**src/rtl/ps2_pkg.sv**
```systemverilog
// Shared PS/2 definitions: receiver state encoding, frame geometry and the
// scan-code prefixes the keycode recognizer keys off.
package ps2_pkg;

   typedef enum logic [1:0] {
      IDLE,
      DATA,
      PARITY,
      STOP
   } ps2_state_e;

   localparam int         PS2_DATA_BITS = 8;
   localparam logic [7:0] PS2_BREAK     = 8'hF0;
   localparam logic [7:0] PS2_EXT       = 8'hE0;

   // Odd parity holds when data plus parity bit carry an odd number of ones.
   function automatic logic ps2_odd_parity_ok(input logic [7:0] data, input logic par);
      return ^{data, par};
   endfunction

endpackage

```
**src/rtl/ps2_clk_filter.sv**
```systemverilog
// PS/2 pin front end: synchronizers on both pins, a level filter on the clock
// and a registered falling-edge pulse of the filtered clock.
module ps2_clk_filter #(
   parameter int SYNC_STAGES = 2,
   parameter int FILTER_LEN  = 8
) (
   input  logic clk,
   input  logic reset_n,
   input  logic ps2_clk_i,
   input  logic ps2_dat_i,
   output logic fall_o,
   output logic dat_o
);

   localparam int CW = $clog2(FILTER_LEN + 1);

   logic [SYNC_STAGES-1:0] clk_sync_q;
   logic [SYNC_STAGES-1:0] dat_sync_q;
   logic [CW-1:0]          cnt_q, cnt_d;
   logic                   filt_q, filt_d;
   logic                   filt_prev_q;
   logic                   fall_q;
   logic                   clk_s;

   assign clk_s  = clk_sync_q[SYNC_STAGES-1];
   assign dat_o  = dat_sync_q[SYNC_STAGES-1];
   assign fall_o = fall_q;

   // The filtered level flips only on the FILTER_LEN-th consecutive differing sample.
   always_comb begin
      cnt_d  = cnt_q;
      filt_d = filt_q;
      if (clk_s == filt_q) begin
         cnt_d = '0;
      end else if (cnt_q == CW'(FILTER_LEN - 1)) begin
         filt_d = clk_s;
         cnt_d  = '0;
      end else begin
         cnt_d = cnt_q + CW'(1);
      end
   end

   always_ff @(posedge clk or negedge reset_n) begin
      if (!reset_n) begin
         clk_sync_q  <= '1;
         dat_sync_q  <= '1;
         cnt_q       <= '0;
         filt_q      <= 1'b1;
         filt_prev_q <= 1'b1;
         fall_q      <= 1'b0;
      end else begin
         clk_sync_q  <= {clk_sync_q[SYNC_STAGES-2:0], ps2_clk_i};
         dat_sync_q  <= {dat_sync_q[SYNC_STAGES-2:0], ps2_dat_i};
         cnt_q       <= cnt_d;
         filt_q      <= filt_d;
         filt_prev_q <= filt_q;
         fall_q      <= filt_prev_q & ~filt_q;
      end
   end

endmodule

```
**src/rtl/ps2_rx.sv**
```systemverilog
// PS/2 device-to-host byte receiver with frame watchdog.
// Define PS2_PARITY_CHECK_EN to reject frames with bad odd parity.
module ps2_rx
   import ps2_pkg::*;
#(
   parameter int SYNC_STAGES = 2,
   parameter int FILTER_LEN  = 8,
   parameter int TIMEOUT_CYC = 100000
) (
   input  logic       clk,
   input  logic       reset_n,
   input  logic       ps2_clk,
   input  logic       ps2_dat,
   output logic       key_en,
   output logic [7:0] key_data,
   output logic       frame_err,
   output logic       busy
);

   localparam int             WW      = $clog2(TIMEOUT_CYC + 1);
   localparam int             CNT_W   = $clog2(PS2_DATA_BITS);
   localparam logic [WW-1:0]  WD_LAST = WW'(TIMEOUT_CYC - 1);

   ps2_state_e                state_q;
   logic [CNT_W-1:0]          cnt_q;
   logic [PS2_DATA_BITS-1:0]  shift_q;
   logic [PS2_DATA_BITS-1:0]  key_data_q;
   logic                      par_q;
   logic                      key_en_q;
   logic                      frame_err_q;
   logic [WW-1:0]             wd_q;
   logic                      fall;
   logic                      dat;
   logic                      frame_ok;
   logic                      timeout;

   ps2_clk_filter #(
      .SYNC_STAGES (SYNC_STAGES),
      .FILTER_LEN  (FILTER_LEN)
   ) u_filter (
      .clk       (clk),
      .reset_n   (reset_n),
      .ps2_clk_i (ps2_clk),
      .ps2_dat_i (ps2_dat),
      .fall_o    (fall),
      .dat_o     (dat)
   );

`ifdef PS2_PARITY_CHECK_EN
   assign frame_ok = dat & ps2_odd_parity_ok(shift_q, par_q);
`else
   logic unused_par;
   assign unused_par = par_q;
   assign frame_ok   = dat;
`endif

   // A falling edge in the timeout cycle takes precedence over the abort.
   assign timeout = (state_q != IDLE) && !fall && (wd_q == WD_LAST);

   assign key_en    = key_en_q;
   assign key_data  = key_data_q;
   assign frame_err = frame_err_q;
   assign busy      = (state_q != IDLE);

   always_ff @(posedge clk or negedge reset_n) begin
      if (!reset_n) begin
         state_q     <= IDLE;
         cnt_q       <= '0;
         shift_q     <= '0;
         key_data_q  <= '0;
         par_q       <= 1'b0;
         key_en_q    <= 1'b0;
         frame_err_q <= 1'b0;
         wd_q        <= '0;
      end else begin
         key_en_q    <= 1'b0;
         frame_err_q <= 1'b0;

         if (state_q == IDLE || fall) begin
            wd_q <= '0;
         end else if (wd_q != WD_LAST) begin
            wd_q <= wd_q + WW'(1);
         end

         case (state_q)
            IDLE: begin
               if (fall && !dat) begin
                  state_q <= DATA;
                  cnt_q   <= '0;
               end
            end
            DATA: begin
               if (fall) begin
                  shift_q <= {dat, shift_q[PS2_DATA_BITS-1:1]};
                  cnt_q   <= cnt_q + CNT_W'(1);
                  if (cnt_q == CNT_W'(PS2_DATA_BITS - 1)) begin
                     state_q <= PARITY;
                  end
               end
            end
            PARITY: begin
               if (fall) begin
                  par_q   <= dat;
                  state_q <= STOP;
               end
            end
            STOP: begin
               if (fall) begin
                  if (frame_ok) begin
                     key_en_q   <= 1'b1;
                     key_data_q <= shift_q;
                  end else begin
                     frame_err_q <= 1'b1;
                  end
                  state_q <= IDLE;
               end
            end
            default: state_q <= IDLE;
         endcase

         if (timeout) begin
            frame_err_q <= 1'b1;
            state_q     <= IDLE;
            shift_q     <= '0;
            cnt_q       <= '0;
            wd_q        <= '0;
         end
      end
   end

endmodule

```
**config.mk**
```make
export PLATFORM = sky130hd
export DESIGN_NAME = ps2_rx
export DESIGN_NICKNAME = d
export VERILOG_FILES = /design/src/rtl/ps2_pkg.sv /design/src/rtl/ps2_clk_filter.sv /design/src/rtl/ps2_rx.sv
export SDC_FILE = /design/constraint.sdc
export NUM_CORES = 1
export LEC_CHECK = 0
export BUFFER_PORTS_ARGS = -buffer_cell sky130_fd_sc_hd__buf_2
export CELL_PAD_IN_SITES_DETAIL_PLACEMENT = 1
export CELL_PAD_IN_SITES_GLOBAL_PLACEMENT = 1
export CORE_MARGIN = 3
export CORE_UTILIZATION = 47
export DETAILED_ROUTE_END_ITERATION = 10
export PLACE_DENSITY_LB_ADDON = 0.3
export SLEW_MARGIN = 20
export SYNTH_ARGS = -nofsm -noshare
export SYNTH_HDL_FRONTEND = slang
export SYNTH_SLANG_ARGS = --single-unit
export TNS_END_PERCENT = 5
```
**constraint.sdc**
```tcl
create_clock -name clk -period 2.35 [get_ports clk]
set_clock_uncertainty 0.2 [all_clocks]
set_input_delay 0.3525 -clock clk [delete_from_list [all_inputs] [get_ports clk]]
set_output_delay 0.3525 -clock clk [all_outputs]
set_load 0.02 [all_outputs]
```
### After elaboration in Yosys (flattened, before gate mapping)

Index checks and enable logic that the tools add are counted.

| word-level totals | value |
|---|---|
| register bits after elaboration | 51 |
| bits of input ports | 4 |
| output and inout bits | 11 |
| logic and storage cells | 75 |

| operators by class | value |
|---|---|
| $add $sub $neg | 3 |
| equality and inequality tests | 13 |
| muxes and demuxes | 26 |
| bitwise gates (word level) | 3 |
| reductions and logical operators | 17 |

Operators by type and width:

| operator | number |
|---|---|
| 17-bit 2-to-1 mux | 3 |
| 8-bit 2-to-1 mux | 3 |
| 17-bit by 1-bit adder with 17-bit output, second input constant | 1 |
| 17-bit equality test, second input constant | 1 |
| 17-bit != test, second input constant | 1 |
| 2-bit 2-to-1 mux | 6 |
| 3-bit by 2-bit != test with 1-bit output, second input constant | 4 |
| 3-bit 2-to-1 mux | 3 |
| 4-bit 2-to-1 mux | 2 |
| 2-bit case mux with 4 select lines | 1 |
| 1-bit 2-to-1 mux | 7 |
| 3-bit case mux with 2 select lines | 1 |
| 3-bit AND reduction | 2 |
| 2-bit nonzero test | 3 |
| 3-bit nonzero test | 2 |
| 5-bit AND reduction | 1 |
| 4-bit by 1-bit adder with 4-bit output, second input constant | 1 |
| 2-bit equality test, second input constant | 2 |
| 4-bit by 3-bit equality test with 1-bit output, second input constant | 1 |
| 2-bit AND reduction | 2 |
| 3-bit by 1-bit adder with 3-bit output, second input constant | 1 |
| 3-bit equality test, second input constant | 1 |
| 1-bit logical AND | 3 |
| 3-bit != test, second input constant | 1 |
| 7 further kinds | 9 |

### Logic depth before layout (Yosys ltp)

Gate-level depths: netlist of the first run.

| depth | value |
|---|---|
| depth in word-level cells | 5 |
| mapped depth | 6 |
| mapped depth without buffers | 6 |

### By module

Synthesis of the first run repeated with hierarchy kept, for this count alone.

| second synthesis, totals | value |
|---|---|
| cell total of the unflattened synthesis | 208 |
| area, all modules | 2311.0 µm² |

Modules (own cells, without submodules):

| module | instances | cells an instance | area each (µm²) | seq. area each (µm²) |
|---|---|---|---|---|
| ps2_rx | 1 | 183 | 1928.1 | 1001.0 |
| ps2_clk_filter | 1 | 25 | 382.9 | 282.8 |

### Worst setup path after synthesis of the first run

Ideal clock, no wire load.

| timing path | value |
|---|---|
| path type | register to register |
| start | register wd_q[0] |
| end | register state_q[1] |
| setup time | 0.121 ns |
| arrival | 1.518 ns |
| data required time | 2.029 ns |
| path slack | 0.511 ns |
| cell stages (with the launch flop) | 7 |
| path buffers | 1 |
| clock period less this slack | 1.839 ns |
| cell sequence | dfrtp_1 -> ha_1 -> and4_2 -> nand4_1 -> nor3_2 -> buf_2 -> nor2_1 |

| between the ends | value |
|---|---|
| word-level cells in the longest chain between the ends | 4 |
| elaborated cells between the ends (all ways) | 9 |
| those cells by class | 6 x eq/ne; 1 x mux; 2 x reduce/logical |

RTL lines:

| what | line | RTL |
|---|---|---|
| start: declaration | ps2_rx.sv:31 | `logic [WW-1:0] wd_q;` |
| start signal: assignment | ps2_rx.sv:82 | `wd_q <= wd_q + WW'(1);` |
| 17-bit equality test * | ps2_rx.sv:58 | `assign timeout = (state_q != IDLE) && !fall && (wd_q == WD_LAST);` |
| 1-bit logical AND * | ps2_rx.sv:58 |  |
| 3-bit by 2-bit != test with 1-bit output (no source line) / 3-bit != test (equally long branches) | n/a |  |
| 5-bit AND reduction (no source line) | n/a |  |
| end signal: assignment | ps2_rx.sv:67 | `state_q <= IDLE;` |
| end signal: assignment | ps2_rx.sv:88 | `state_q <= DATA;` |
| end signal: assignment | ps2_rx.sv:97 | `state_q <= PARITY;` |
| end: declaration | ps2_rx.sv:24 | `ps2_state_e state_q;` |

Mark *: on every way between the ends. The rest lies on a longest branch, timed or not.
A chain may end at the register's enable or synchronous reset.

### Worst setup path after layout of the first run

| timing path | value |
|---|---|
| start | register wd_q[1] |
| end | register wd_q[7] |

| between the ends | value |
|---|---|
| word-level cells in the longest chain between the ends | 4 |
| elaborated cells between the ends (all ways) | 8 |
| those cells by class | 1 x add/sub; 2 x eq/ne; 3 x mux; 2 x reduce/logical |

RTL lines:

| what | line | RTL |
|---|---|---|
| 17-bit by 1-bit adder with 17-bit output | ps2_rx.sv:82 |  |
| 17-bit 2-to-1 mux | ps2_rx.sv:81 | `end else if (wd_q != WD_LAST) begin` |
| 17-bit 2-to-1 mux | ps2_rx.sv:79 | `if (state_q == IDLE \|\| fall) begin` |
| 17-bit 2-to-1 mux | ps2_rx.sv:121 | `if (timeout) begin` |

Parallel ways exist; a longest one is shown, timed or not. The select of a mux whose other input is x is not followed.

==> metrics.cfg, run 1 <==
[outcome]
status=complete, no violations

[synthesis]
ys_seq_area_share_pct=56.7
ys_ff_latch=51
synth.distinct_cells=36
synthCells=207
synth_flop_cell=dfrtp_1
syn_avg_cell_area_sq_um=10.9
synthArstFlopShare_pct=100
netlist_area_sq_mm=0.00226
synth_warnings=0
syn-num-nets=219
synth_edf_count=0

[placement]
dpl_worst_slack_ns=0.207
place.gp.congestion=0.772
place.detailed.hpwl_mm=3.40
portBuffers=14

[timing]
finalWorstSetupSlack_ns=0.220
slew_viol_final=0
worst_pin_slew_ns=0.631
final_hold_viol_count=0
holdWs_ns=0.159
period_share_pct=90.6
setup_viol=0
post-route-min-period_ns=2.13
max_slew_margin_pct=57.9
rsz0062_at_grt=no
fin_setup_tns_ns=0
fmax_mhz=470

[cts]
clk-insertion-delay-late_ns=0.30
clockBufferDepth=2
cts_tree=done
cts_setup_buffers=0
cts-root-buf=clkbuf_8
htree_levels=2
clk_pin_slew_ns=0.10
cts.sinks=51
cts_buffers=5

[run]
cap_violations=0

[pwr]
p_leak_nw=1.17
vdd_drop_max_uv=572
power_density_mw_per_mm2=888

[routing]
vias=1635
final_antenna_net_count=0
vias_per_cell=5.80
totalWireLength_mm=4.86
wl_per_cell_microns=17.2
dr.pass1.iters=4
drt_iter0_markers=68
drc=0

[cells_and_area]
final_common_cell=dfrtp_1
nets=241
area_delta_synth_final_pct=11.6
layout_common_cells=45 x dfrtp_1, 21 x nand2_1, 20 x nor2_1, 14 x nand3_1, 14 x buf_2
antennaDiodeCount=0
drive_gt1_share_pct=20.4

[worst_setup_path]
worstPathRequired_ns=2.32
crit_fanout=16
rrSetupSlack_ns=0.22
start_kind=flop
end_kind=flop
arrival_ns=2.10
crit_type=flop to flop

[floorplan]
dieHeight_microns=75.4
die_x_microns=75.4
pin_count=15
rows=24
core_sq_mm=0.00450
start_util_pct=50.3
die_area_sq_mm=0.00568

[min_path]
hold_class=flop to flop

[global_route]
grt_pass1_wl_mm=8.25
gr-total-overflow=0
grt_antenna_before_repair=0
track_usage_pct=19.0
grt_pass1_vias=1756
grt_max_degree=52

[flip-flops by register name, summed over array words and instances, names as in the netlist]
register / flops
wd_q: 17
key_data: 8
shift_q: 8
u_filter.cnt_q: 4
cnt_q: 3
state_q: 2
u_filter.clk_sync_q: 2
u_filter.dat_sync_q: 2
frame_err: 1
key_en: 1
u_filter.fall_o: 1
u_filter.filt_prev_q: 1
u_filter.filt_q: 1
[critical path, stage by stage (launching register included)]
cell and delay [ns]:
dfrtp_1 0.44, ha_1 0.27, and4_2 0.30, nand4_1 0.17, nand2_1 0.50, nor2_1 0.12
[final cells by class]
| cell class | count | area, sq um |
|---|---|---|
| Clock buffer | 5 | 68.8 |
| Clock inverter | 3 | 22.5 |
| Fill cell | 512 | 1980 |
| Inverter | 5 | 18.8 |
| Multi-Input combinational cell | 145 | 936 |
| Sequential cell | 51 | 1280 |
| Tap cell | 52 | 65.1 |
| Timing Repair Buffer | 21 | 130 |
[final timing paths]
kind / start / depth (start not counted) / end
max in group asynchronous: reset_n / 3 / state_q[1]
setup reg to reg: wd_q[1] / 5 / wd_q[7]
min in group asynchronous: reset_n / 3 / wd_q[12]
setup / recovery: wd_q[1] / 5 / wd_q[7]
hold reg to reg: u_filter.clk_sync_q[0] / 0 / u_filter.clk_sync_q[1]
hold / removal: u_filter.clk_sync_q[0] / 0 / u_filter.clk_sync_q[1]
[synthesized netlist by cell type, types with 2 or more instances]
cell type	instances	area share (%)
a21oi_1	13	2.9
and3_1	3	0.83
buf_2	2	0.44
clkbuf_1	4	0.66
dfrtp_1	45	50
dfstp_2	6	7.0
ha_1	8	4.4
inv_1	5	0.83
mux2_2	9	4.5
nand2_1	21	3.5
nand3_1	14	3.1
nand4_1	11	3.0
nor2_1	20	3.3
nor2b_1	3	0.83
nor3_1	5	1.1
nor4_1	5	1.4
xnor2_1	10	3.9
xor2_1	5	1.9
[power breakdown]
group          leakage, nW  switching (mW)  internal [mW]  total (mW)
clock               0.0485           0.299          0.214       0.513
combinational        0.445           0.358          0.205       0.563
sequential           0.680           0.159           1.01        1.17
total                 1.17           0.816           1.43        2.24
[per-stage QoR]
step	power [mW]	utilization, %	area [sq um]	std cells
final	2.24	56.1	2520	282
after global routing	2.40	56.1	2520	282
after CTS	2.26	56.1	2520	282
after detailed placement	1.74	53.4	2400	271
after global placement	1.66	53.4	2400	271
after floorplan	1.54	-	2260	207
[kinds of logic (layout without fill, tap and decap cells)]
family,after synthesis,count (layout),synth area share [%]
adders and majority gates,8,8,4.42
and+or+nand+nor,92,92,21.1
xor gates and xnor gates,15,15,5.80
AOI/OAI and AO/OA,20,20,5.14
muxes,10,10,4.92
buffers and inverters,11,34,1.93
DFF,51,51,56.7
[per-layer routing]
metal | share of wire (%) | global-route usage [%] | vias up
met5 | 0 | 0 | -
met4 | 0.78 | 3.69 | 0
met3 | 3.3 | 4.49 | 4
met2 | 49 | 31.4 | 33
met1 | 47 | 25.8 | 832
li1 | - | - | 766
[timing repair]
| item | CTS | global route |
|---|---|---|
| hold buffers | 3 | 0 |
| gates resized for setup | 0 | 0 |
| hold endpoints to repair | 47 | 0 |
Power figures use the tool's default switching activity.
==> inputs of run 2 (changes only) <==
- clock period: 2.35 -> 2.07 ns (I/O delays scaled with it)
==> metrics.cfg, run 2 (synthesized netlist as in run 1, its figures left out) <==
[cts]
cts_buffers=5  ; unchanged
post_cts_resized=0  ; unchanged
cts-root-buf=clkbuf_8
clockBufferDepth=2  ; unchanged
cts_tree=done
htree_levels=2  ; unchanged
clk-insertion-delay-late_ns=0.31  ; about the same
clk_pin_slew_ns=0.09  ; about the same
cts.sinks=51  ; unchanged

[routing]
drc=0  ; unchanged
drt_iter0_markers=66  ; -2.9%
vias=1627  ; -0.49%
totalWireLength_mm=4.72  ; -3.0%
vias_per_cell=5.69  ; -1.9%
dr.pass1.iters=4  ; unchanged
wl_per_cell_microns=16.5  ; -4.4%
final_antenna_net_count=0  ; unchanged

[floorplan]
die_area_sq_mm=0.00568  ; unchanged
die_x_microns=75.4  ; unchanged
core_sq_mm=0.00450  ; unchanged
start_util_pct=50.3  ; unchanged
dieHeight_microns=75.4  ; unchanged
pin_count=15  ; unchanged
rows=24  ; unchanged

[pwr]
vdd_drop_max_uv=629  ; +9.9%
p_leak_nw=1.21  ; +2.7%
power_density_mw_per_mm2=1050  ; +18%

[timing]
rsz0062_at_grt=no
worst_pin_slew_ns=0.623  ; -0.00829 ns
slew_viol_final=0  ; unchanged
post-route-min-period_ns=1.94  ; -0.187 ns
holdWs_ns=0.160  ; +0.000879 ns
period_share_pct=93.9  ; +3.2 points
fmax_mhz=515  ; +9.6%
max_slew_margin_pct=58.5  ; +0.55 points
setup_viol=0  ; unchanged
final_hold_viol_count=0  ; unchanged
fin_setup_tns_ns=0  ; unchanged

[global_route]
grt_antenna_before_repair=0  ; unchanged
gr-total-overflow=0  ; unchanged
grt_max_degree=52  ; unchanged
track_usage_pct=18.4  ; -0.63 points
grt_pass1_wl_mm=7.79  ; -5.5%
grt_pass1_vias=1725  ; -1.8%

[cells_and_area]
area_delta_synth_final_pct=14.0
largest_reg_flops=17  ; unchanged
nets=245  ; +1.7%
antennaDiodeCount=0  ; unchanged
seqCellArea_sq_mm=0.00128  ; unchanged
largest_register=wd_q
multi_input_area_sq_um=936  ; unchanged
layout_common_cells=45 x dfrtp_1, 21 x nand2_1, 20 x nor2_1, 14 x nand3_1, 14 x buf_2
n_fill_cell=484  ; -5.5%
final_common_cell=dfrtp_1
drive_gt1_share_pct=21.8  ; +1.4 points

[worst_setup_path]
rr_startpoint=wd_q[0]
crit_fanout=6  ; -10
reg2regPathDepth=6  ; +1
worstPathRequired_ns=2.05  ; -0.27 ns
arrival_ns=1.92  ; -0.18 ns
setup.worst_path.start=wd_q[0]
end_kind=flop
crit_type=flop to flop
start_kind=flop

[run]
cap_violations=0  ; unchanged

[min_path]
hold_class=flop to flop
hp-start=u_filter.dat_sync_q[0]
hold_depth=0  ; unchanged

[placement]
place.detailed.hpwl_mm=3.42  ; +0.55%
portBuffers=14  ; unchanged
place.gp.congestion=0.742  ; -3.9%

[outcome]
status=complete, no violations

-- run 2: changes by cell type in the layout (fill, tap and decap cells not counted), sizes merged --
cell    change
buf         +4
bufinv      +1
clkinv      -1
-- run 2: metal layers --
layer	vias to the layer above	track usage (%)	part of all wire (%)
li1	779	-	-
met1	814	23.8	45
met2	26	29.7	49
met3	8	4.62	3.4
met4	0	7.18	1.9
met5	-	0	0
-- run 2: report_power, final --
part / total [mW] / switching, mW / internal [mW]
combinational: 0.715 / 0.451 / 0.264
sequential: 1.29 / 0.146 / 1.14
clock: 0.697 / 0.331 / 0.366
total: 2.70 / 0.928 / 1.77
-- run 2: path summary, 6_finish.rpt --
check | to | slack (ns)
min reg2reg | u_filter.dat_sync_q[1] | 0.16
min in group asynchronous | wd_q[8] | 0.44
max | state_q[0] | 0.13
max in group asynchronous | wd_q[14] | 0.82
min | u_filter.dat_sync_q[1] | 0.16
max reg2reg | state_q[0] | 0.13
-- run 2: worst max-delay path: stages (launching register included) --
cell	delay (ns)
dfrtp_1	0.45
ha_1	0.26
and4_2	0.30
nand4_1	0.18
nor3_2	0.18
buf_4	0.17
o22ai_1	0.09
-- run 2: through the flow --
step           area (sq um)  utilization (%)  worst slack (ns)  power [mW]  std cells
3_3_place_gp           2430             54.0             0.238        1.93        275
3_5_place_dp           2430             54.0             0.173        2.01        275
2_1_floorplan          2260                -             0.231        1.75        207
6_report               2580             57.3             0.127        2.70        286
5_1_grt                2580             57.3            0.0344        2.87        286
4_1_cts                2580             57.3             0.120        2.73        286
-- run 2: what timing repair did --
action / 4_1_cts / 5_1_grt
endpoints found under the hold margin: 47 / 0
buffers inserted: 0 / 0
hold buffers: 3 / 0
-- run 2: final cells by class --
| type | instances | area share (%) |
|---|---|---|
| timing repair buffer | 25 | 6.21 |
| tap | 52 | 2.52 |
| clock inverter | 3 | 1.84 |
| clock buffer | 5 | 2.67 |
| sequential | 51 | 49.8 |
| multi-input combinational | 145 | 36.3 |
| inverter | 5 | 0.727 |
==> inputs of run 3 (changes only) <==
- ABC_AREA: not set -> 1
- CORE_UTILIZATION: 47 -> 46
==> metrics.cfg, run 3 <==
[pwr]
p_clk_share_pct=19.9  ; -5.9 points
power_mw=2.87  ; +6.3%
power_density_mw_per_mm2=1010  ; -3.4%
swShare_pct=37.2  ; +2.8 points
p_comb_share_pct=36.8  ; +10 points
switching_power_mw=1.07  ; +15%
internal_power_mw=1.81  ; +1.8%
seq_power_share_pct=43.3  ; -4.4 points
vdd_drop_max_uv=672  ; +6.9%
p_leak_nw=1.34  ; +11%

[worst_setup_path]
crit_fanout=5  ; -1
crit_type=flop to flop
rrSetupSlack_ns=0.11  ; about the same
start_kind=flop
end_kind=flop
worstPathRequired_ns=2.07  ; +0.02 ns
arrival_ns=1.96  ; +0.04 ns

[global_route]
track_usage_pct=19.2  ; +0.78 points
grt_antenna_before_repair=0  ; unchanged
gr-total-overflow=0  ; unchanged
grt_pass1_vias=1924  ; +12%
grt_pass1_wl_mm=9.28  ; +19%
grt_max_degree=33  ; -37%

[cells_and_area]
final_common_cell=nand2_1
nets=322  ; +31%
fin_util_pct=57.4  ; +0.17 points
multi_input_area_sq_mm=0.00103  ; +10%
largest_reg_flops=17  ; unchanged
n_fill_cell=606  ; +25%
design_area_sq_mm=0.00284  ; +10%
instances_no_fill=378  ; +32%
drive_gt1_share_pct=19.0  ; -2.8 points
antennaDiodeCount=0  ; unchanged
layout_common_cells=51 x nand2_1, 45 x dfrtp_1, 41 x inv_1, 38 x nor2_1, 14 x buf_2
largest_register=wd_q
area_delta_synth_final_pct=15.9
seqCellArea_sq_mm=0.00128  ; unchanged

[placement]
place.detailed.hpwl_mm=3.88  ; +13%
place.gp.congestion=0.787  ; +6.1%
dpl-instance-area_sq_mm=0.00264  ; +8.5%
portBuffers=14  ; unchanged
place_inst=362  ; +32%

[routing]
final_antenna_net_count=0  ; unchanged
vias_per_cell=5.03  ; -12%
wl_per_cell_microns=14.3  ; -13%
wl_met3_microns=159  ; -1.9%
totalWireLength_mm=5.42  ; +15%
vias=1902  ; +17%
top_layer=met4
wl_met2_mm=2.54  ; +9.3%
drt_iter0_markers=74  ; +12%
wl_met1_mm=2.67  ; +25%
drc=0  ; unchanged
dr.pass1.iters=4  ; unchanged

[synthesis]
ys_seq_area_share_pct=52.4  ; -4.3 points
synth_warnings=0  ; unchanged
synth_area_leaders=dfrtp_1 46%, nand2_1 7.8%, dfstp_2 6.4%
synth_common_cells=51 x nand2_1, 45 x dfrtp_1, 41 x inv_1, 38 x nor2_1
synth_area_leader_cell=dfrtp_1
netlist_area_sq_mm=0.00245  ; +8.2%
synth_flop_cell=dfrtp_1
synth.distinct_cells=33  ; -8.3%
syn_avg_cell_area_sq_um=8.84  ; -19%
synth_most_common_cell=nand2_1
synthArstFlopShare_pct=100  ; unchanged
ys_ff_latch=51  ; unchanged
synth_edf_count=0  ; unchanged
synthCells=277  ; +34%
yosysTopAreaCellShare_pct=46.0  ; -3.8 points
syn-num-nets=289  ; +32%

[timing]
fmax_mhz=511  ; -0.66%
period_share_pct=94.5  ; +0.62 points
fin_setup_tns_ns=0  ; unchanged
final_hold_viol_count=0  ; unchanged
worst_pin_slew_ns=0.578  ; -0.0444 ns
post-route-min-period_ns=1.96  ; +0.0129 ns
slew_viol_final=0  ; unchanged
max_slew_margin_pct=61.1  ; +2.7 points
setup_viol=0  ; unchanged

[cts]
clockBufferDepth=2  ; unchanged
clk_pin_slew_ns=0.09  ; about the same
cts-root-buf=clkbuf_8
cts_buffers=5  ; unchanged
htree_levels=2  ; unchanged
cts.sinks=51  ; unchanged
clk-insertion-delay-late_ns=0.31  ; about the same
cts_tree=done

[floorplan]
rows=25  ; +4.2%
dieHeight_microns=79.0  ; +4.7%
start_util_pct=49.5  ; -0.71 points
die_x_microns=79.0  ; +4.7%
core_sq_mm=0.00494  ; +9.7%
die_area_sq_mm=0.00623  ; +9.7%
pin_count=15  ; unchanged

[min_path]
hold_class=flop to flop

[outcome]
status=complete, no violations

[run]
cap_violations=0  ; unchanged

[run 3: changes by cell type in the layout (fill, tap and decap cells not counted), moves of 5 or more]
| cell | change |
|---|---|
| nor2_1 | +18 |
| inv_1 | +36 |
| o22ai_1 | +7 |
| a21oi_1 | -9 |
| o21ai_0 | +8 |
| mux2_2 | -8 |
| nand3_1 | -5 |
| nor3_1 | +6 |
| nand2_1 | +30 |
| xnor2_1 | -7 |
[run 3: what timing repair did]
item,in CTS,in global routing
setup endpoints to repair,0,16
buffers inserted,0,4
hold endpoints to repair,19,0
hold buffers,3,0
resized for setup,0,8
[run 3: worst max-delay path, cell delays in order, from the launching register on]
cell and delay, ns:
dfrtp_1 0.40, inv_1 0.08, ha_2 0.22, nor2_4 0.13, nand2_2 0.08, nor2_4 0.16, nand3_4 0.16, nand3_4 0.14
nand3_1 0.12, nand2_1 0.09, nand2_1 0.06
[run 3: path summary, 6_finish.rpt]
check / end / cells after the start / from
min reg2reg: u_filter.dat_sync_q[1] / 0 / u_filter.dat_sync_q[0]
min in group asynchronous: key_data[6] / 2 / reset_n
max: cnt_q[2] / 10 / state_q[0]
min: u_filter.dat_sync_q[1] / 0 / u_filter.dat_sync_q[0]
max reg2reg: cnt_q[2] / 10 / state_q[0]
max in group asynchronous: u_filter.clk_sync_q[0] / 3 / reset_n
[run 3: cell families (layout without fill, tap and decap cells)]
kind of cell	Yosys count	in the layout	synth area share (%)
buffers and inverters	46	79	7.66
adder cells (fa/ha/maj)	8	8	4.09
AO/OA/AOI/OAI	28	28	7.05
XOR/XNOR	7	7	2.50
flip-flops	51	51	52.4
AND/OR/NAND/NOR	136	137	25.8
multiplexers	1	1	0.460
[run 3: per-stage QoR]
stage               hold WS (ns)  setup slack (ns)
global placement          0.0881             0.146
detailed placement        0.0932            0.0320
finish                     0.164             0.114
floorplan                 -0.185             0.210
CTS                        0.165           0.00200
global route               0.169           -0.0405
[run 3: routing by layer]
layer | track usage, % | up-vias
met4 | 4.64 | 0
li1 | - | 952
met2 | 30.9 | 15
met1 | 25.9 | 930
met3 | 5.10 | 5
met5 | 0 | -
[run 3: cell type report]
class,instances,share of cell area (%)
clock inverter,2,0.441
timing repair buffer,28,6.88
multi-input combinational,181,36.3
tap,67,2.95
inverter,43,5.69
sequential,51,45.2
clock buffer,6,2.56
[run 3: power groups by stage]
stage	Combinational, mW	Clock (mW)	Sequential, mW
5_1_grt	1.22	0.633	1.26
3_3_place_gp	0.921	0	1.26
4_1_cts	0.962	0.591	1.25
3_5_place_dp	0.949	0	1.27
2_1_floorplan	0.660	0	1.23
6_report	1.06	0.571	1.24
